--- config.mk ---
export PLATFORM = sky130hd
export DESIGN_NAME = quad_updown_decoder
export DESIGN_NICKNAME = d
export VERILOG_FILES = /design/src/rtl/quad_updown_decoder.sv
export SDC_FILE = /design/constraint.sdc
export NUM_CORES = 1
export LEC_CHECK = 0
export BUFFER_PORTS_ARGS = -buffer_cell sky130_fd_sc_hd__buf_2
export CAP_MARGIN = 5
export CORE_UTILIZATION = 48
export DETAILED_ROUTE_END_ITERATION = 6
export PLACE_DENSITY = 0.66
export REMOVE_ABC_BUFFERS = 1
export SLEW_MARGIN = 25
export SYNTH_ARGS = -nofsm -noshare
export SYNTH_HDL_FRONTEND = slang
export SYNTH_SLANG_ARGS = --single-unit
--- constraint.sdc ---
create_clock -name clock -period 1.7 [get_ports clock]
set_input_delay 0.255 -clock clock [delete_from_list [all_inputs] [get_ports clock]]
set_output_delay 0.255 -clock clock [all_outputs]
set_load 0.05 [all_outputs]
--- src/rtl/quad_updown_decoder.sv ---
// Quadrature phase receiver: synchronizes encoder phases a/b, decodes 4x Gray-code
// edges into up/down steps on a wrapping position, and flags illegal double edges.
module quad_updown_decoder #(
  parameter int WIDTH       = 4,
  parameter int SYNC_STAGES = 2
) (
  input  logic             clock,
  input  logic             reset,
  input  logic             a,
  input  logic             b,
  input  logic             clear,
  input  logic             err_clr,
  output logic [WIDTH-1:0] y,
  output logic             dir,
  output logic             step,
  output logic             err
);

  // state | meaning
  // PRIME | load prev from the synchronized pins for SYNC_STAGES+1 edges; no decode
  // RUN   | decode every edge of prev -> s into up/down steps or an illegal flag
  typedef enum logic {PRIME, RUN} state_t;

  localparam int CW = $clog2(SYNC_STAGES + 1) + 1;

  state_t                 state;
  logic [CW-1:0]          prime_cnt;
  logic [SYNC_STAGES-1:0] a_sync;
  logic [SYNC_STAGES-1:0] b_sync;
  logic [1:0]             prev;
  logic [1:0]             s;
  logic                   fwd;
  logic                   bwd;
  logic                   illegal;

  // Up sequence is 00 -> 10 -> 11 -> 01 -> 00 (A leads B).
  function automatic logic [1:0] up_next(input logic [1:0] p);
    case (p)
      2'b00:   return 2'b10;
      2'b10:   return 2'b11;
      2'b11:   return 2'b01;
      default: return 2'b00;
    endcase
  endfunction

  function automatic logic [1:0] dn_next(input logic [1:0] p);
    case (p)
      2'b00:   return 2'b01;
      2'b01:   return 2'b11;
      2'b11:   return 2'b10;
      default: return 2'b00;
    endcase
  endfunction

  assign s       = {a_sync[SYNC_STAGES-1], b_sync[SYNC_STAGES-1]};
  assign fwd     = (s == up_next(prev));
  assign bwd     = (s == dn_next(prev));
  assign illegal = ((s ^ prev) == 2'b11);

  always_ff @(posedge clock or posedge reset) begin
    if (reset) begin
      state     <= PRIME;
      prime_cnt <= CW'(SYNC_STAGES);
      a_sync    <= '0;
      b_sync    <= '0;
      prev      <= 2'b00;
      y         <= '0;
      dir       <= 1'b0;
      step      <= 1'b0;
      err       <= 1'b0;
    end else begin
      a_sync <= {a_sync[SYNC_STAGES-2:0], a};
      b_sync <= {b_sync[SYNC_STAGES-2:0], b};
      prev   <= s;
      step   <= 1'b0;
      if (clear) y <= '0;
      case (state)
        PRIME: begin
          if (prime_cnt == '0) state <= RUN;
          else                 prime_cnt <= prime_cnt - CW'(1);
          if (err_clr) err <= 1'b0;
        end
        RUN: begin
          // A coincident illegal edge wins over err_clr.
          if (illegal)      err <= 1'b1;
          else if (err_clr) err <= 1'b0;
          if (!clear) begin
            if (fwd) begin
              y    <= y + WIDTH'(1);
              dir  <= 1'b1;
              step <= 1'b1;
            end else if (bwd) begin
              y    <= y - WIDTH'(1);
              dir  <= 1'b0;
              step <= 1'b1;
            end
          end
        end
        default: state <= PRIME;
      endcase
    end
  end

endmodule

After elaboration in Yosys (flattened, before gate mapping)
Index checks and enable logic that the tools add are counted.
W data, S select, Z words.

word-level totals
  register bits = 17
  input bits = 6
  word-level logic and storage cells = 45

cells by class
  add/subtract/negate cells = 3
  equality and inequality tests = 6
  mux-type cells = 18
  bitwise logic cells = 4
  reductions and logical operators = 5

operators with widths
  cell                   number
  $mux W4                5
  $pmux W2 S3            2
  $mux W1                10
  $eq A2 B2 Y1 const B   3
  $add A4 B1 Y4 const B  1
  $eq A2 B2 Y1           2
  $sub A4 B1 Y4 const B  1
  $logic_not A3 Y1       1
  $not A1 Y1             3
  $reduce_and A3 Y1      1
  $sub A3 B1 Y3 const B  1
  $eq A2 B1 Y1 const B   1
  $logic_not A2 Y1       1
  $pmux W1 S2            1
  $reduce_and A2 Y1      1
  $reduce_bool A2 Y1     1
  $xor A2 B2 Y2          1

Depth between registers and ports, before layout
  word-level depth = 7
  gate-level depth with buffers = 7
  mapped depth without buffers = 6

Worst setup path before layout
OpenSTA, ideal clock, no wires.

  path kind = flip-flop to flip-flop
  from = reg y[0]
  to = reg y[3]
  data arrival time = 1.749 ns
  path slack = -0.119 ns
  stages on the path, launching flop included = 5
  period minus slack after synthesis = 1.819 ns
  cells stage by stage = dfrtp_1 -> or4_1 -> a211o_1 -> a211o_1 -> nand3_1

between the ends
  longest elaborated chain between the ends = 5
  elaborated cells on any way between the ends = 6
  those cells by class = add/sub: 2; mux: 4

ends and longest elaborated chain
  element                   RTL line  source
  start: declaration        13        output logic [WIDTH-1:0] y,
  start signal: assignment  89        y <= y + WIDTH'(1);
  start signal: assignment  93        y <= y - WIDTH'(1);
  $sub A4 B1 Y4             93
  $mux W4                   92        end else if (bwd) begin
  $mux W4 (*)               88        if (fwd) begin
  $mux W4 (*)               87        if (!clear) begin
  $mux W4 (*)               77        case (state)

Every way passes the cells marked *; elsewhere a longest branch is shown, timed or not.
A chain may end at the register's enable or synchronous reset.

Worst setup path in the final report
Ends and elaborated chain as after synthesis.

==> reports/results.txt <==
Startpoint Class - flip-flop
First-pass iteration count of the detailed router - 4
Outcome - complete, no violations
Max H-tree Level - 1
Sequential area share after synthesis - 0.5270
Num CTS Buffers - 3
Share of post-route cells with drive strength above 1 - 0.2737
GR Overflow Total - 0
Final worst path period need - 1.611 ns
Die ar. - 1855 um^2
Clock skew - 0.002955 ns
Max cap viols - 0
Layout Nets - 106
Sequential power share - 0.484
Post-route clock period utilization - 0.9479
RSZ-0062 raised after global routing - no
Power share of the combinational group - 0.304
Avg Cell Area, Syn - 10.25 um^2
Ant. Diodes - 0
Delay of the slowest critical-path stage - 0.53 ns
Clock power share - 0.212
Cell family with most CP delay - simple AND/OR/NAND/NOR gates
Internal Power - 0.6302 mW
# DRC - 0
EDFF count, synth - 0
Final hold slack - 0.02893 ns
Number of top-level pins - 13
Layout Cells excl Fill - 111
Vias in the first global route - 610
RR Endpoint - y[3]$_DFF_PP0_
ANT nets after route - 0
Initial antenna violation count - 0
Post-Syn Instances - 79
Kind of critical path - flip-flop to flip-flop
Routed vias - 596
Total track usage - 0.1925
Row Count - 14
R2R Path Start - y[0]$_DFF_PP0_
Post-synth top area share - 0.4946
1st-iter DRT viols - 13
CP Cell Sequence - or4_4, a211o_1, a211o_1, nand3_1
Root Buffer - clkbuf_4
CTS max path bufs - 2
Count leader, synth - dfrtp_1
Clk Latency, worst-skew pair - 0.28 ns
Final Wtd Congestion - 0.8181
# resized after CTS - 0
Worst Path Required - 1.92 ns
VDD IR-drop max - 0.0006357 V
Post-DP HPWL - 1.040 mm
Max Slew Vio Count - 0
Worst path slowest cell - or4_4
Pwr dens - 1039 nW/um^2
Post-synth top flop - dfrtp_1
Placed cells - 107
Rel. slew slack - 0.5853
Final core occ - 0.6169
Vias per cell - 5.369
Routed length per placed instance - 12.75 um
Worst Reg-to-Reg Cells - 4
CP Max Fanout - 4
Arr. time, crit path - 1.83 ns
Max Fclk - 620.6 MHz
Crit. End Element - flip-flop
Area grow syn2layout - 17.47%
Worst-margin pin slew - 0.6214 ns
Net Sw Frac - 0.3621
CTS tree - yes
Mapped cell area - 809.5 um^2
Number of I/O port buffers - 12
Die Y - 43.07 um
Final hold vios - 0
Clock transition at path regs - 0.10 ns
Synth area leader - dfrtp_1
Global-route wire length before repair - 2.622 mm
Hold_buf cts - 0
Synth Register Bits - 17
P_sw - 0.3577 mW
Die W - 43.07 um
Setup Fix Bufs, Post-CTS - 0
Largest net degree at the start of global routing - 18
Core ar. - 1541 um^2
Total Wirelength - 1.415 mm
Reg2reg setup slack - 0.09 ns
Final setup vio count - 0
Setup TNS - 0 ns
Leakage - 0.4503 nW
Worst min-delay path class - input port to asynchronous set/reset pin
Initial Util - 0.5252
TritonCTS Sinks - 17
Synth cell types - 23
Synth top area cells - dfrtp_1 49%, ha_1 6.2%, xnor2_1 5.4%
Post-synthesis async set-or-reset flop share - 1.000
Yosys warnings - 0
Most numerous cell on the critical path - a211o_1
Worst Path Buf+Inv - 0
Synth top cells by count - 16 x dfrtp_1, 10 x inv_1, 6 x nand3_1, 6 x o21ai_0, 5 x xnor2_1
## logic make-up after synthesis
logic type | after synthesis | share of synthesized area
flip-flops | 17 | 0.5270
AO/OA/AOI/OAI | 15 | 0.1144
multiplexers | 1 | 0.01391
buffers and inverters | 12 | 0.05718
AND/OR/NAND/NOR | 21 | 0.1283
adder cells (fa/ha/maj) | 4 | 0.06183
XOR/XNOR | 9 | 0.09737
## worst max-delay path by stage
stage | startpoint | endpoint | slack, ns | cells past startpoint
after floorplan | y[0]$_DFF_PP0_ | y[3]$_DFF_PP0_ | -0.12 | 4
after global placement | b_sync[1]$_DFF_PP0_ | y[2]$_DFF_PP0_ | 0.07 | 4
after detailed placement | b_sync[1]$_DFF_PP0_ | y[2]$_DFF_PP0_ | 0.06 | 4
after CTS | b_sync[1]$_DFF_PP0_ | y[2]$_DFF_PP0_ | 0.03 | 4
after global routing | y[0]$_DFF_PP0_ | y[3]$_DFF_PP0_ | 0.007 | 4
final | y[0]$_DFF_PP0_ | y[3]$_DFF_PP0_ | 0.09 | 4
## worst reg2reg max path: cells and delay by family (launching register included)
family,cells,cell delay [ns]
AO/OA/AOI/OAI,2,0.51
AND/OR/NAND/NOR,2,0.61
flip-flops,1,0.43
## layout make-up
type	instances	area, um^2
Clock buffer	3	22.52
Multi-Input combinational cell	50	362.8
Inverter	10	37.54
Fill cell	137	590.6
Timing Repair Buffer	14	75.07
Tap cell	16	20.02
Clock inverter	1	5.005
Sequential cell	17	427.9
## power groups by stage
stage	sequential, mW	clock (mW)	combinational, mW
3_5_place_dp	0.481	0	0.291
3_3_place_gp	0.479	0	0.288
4_1_cts	0.473	0.220	0.293
2_1_floorplan	0.582	0	0.110
5_1_grt	0.484	0.236	0.329
6_report	0.478	0.210	0.300
## cells in the final DEF (no fill, tap or decap), types with 4 or more instances in the layout
master   instances
a21oi_1          4
buf_2           12
ha_1             4
nand3_1          6
dfrtp_1         15
inv_1           10
nand2_1          4
o21ai_0          6
## stage by stage
| stage | total power [mW] | area (um^2) | setup WS [ns] |
|---|---|---|---|
| CTS | 0.9867 | 923.4 | 0.03487 |
| global route | 1.048 | 950.9 | 0.007492 |
| floorplan | 0.6923 | 800.8 | -0.1193 |
| detailed placement | 0.7720 | 895.9 | 0.05770 |
| global placement | 0.7664 | 895.9 | 0.06643 |
| finish | 0.9878 | 950.9 | 0.08858 |
## layer usage
| layer | up-vias | share of wire | track usage |
|---|---|---|---|
| li1 | 296 | - | - |
| met1 | 285 | 0.46 | 0.2521 |
| met2 | 13 | 0.48 | 0.2970 |
| met3 | 2 | 0.051 | 0.05106 |
| met4 | 0 | 0.0064 | 0.09091 |
| met5 | - | 0 | 0 |
## state kept, by name, indices dropped and copies added (netlist names)
register   cells
prev           2
state          1
step           1
a_sync         2
dir            1
err            1
prime_cnt      3
y              4
b_sync         2
(Power assumes the default switching activity.)
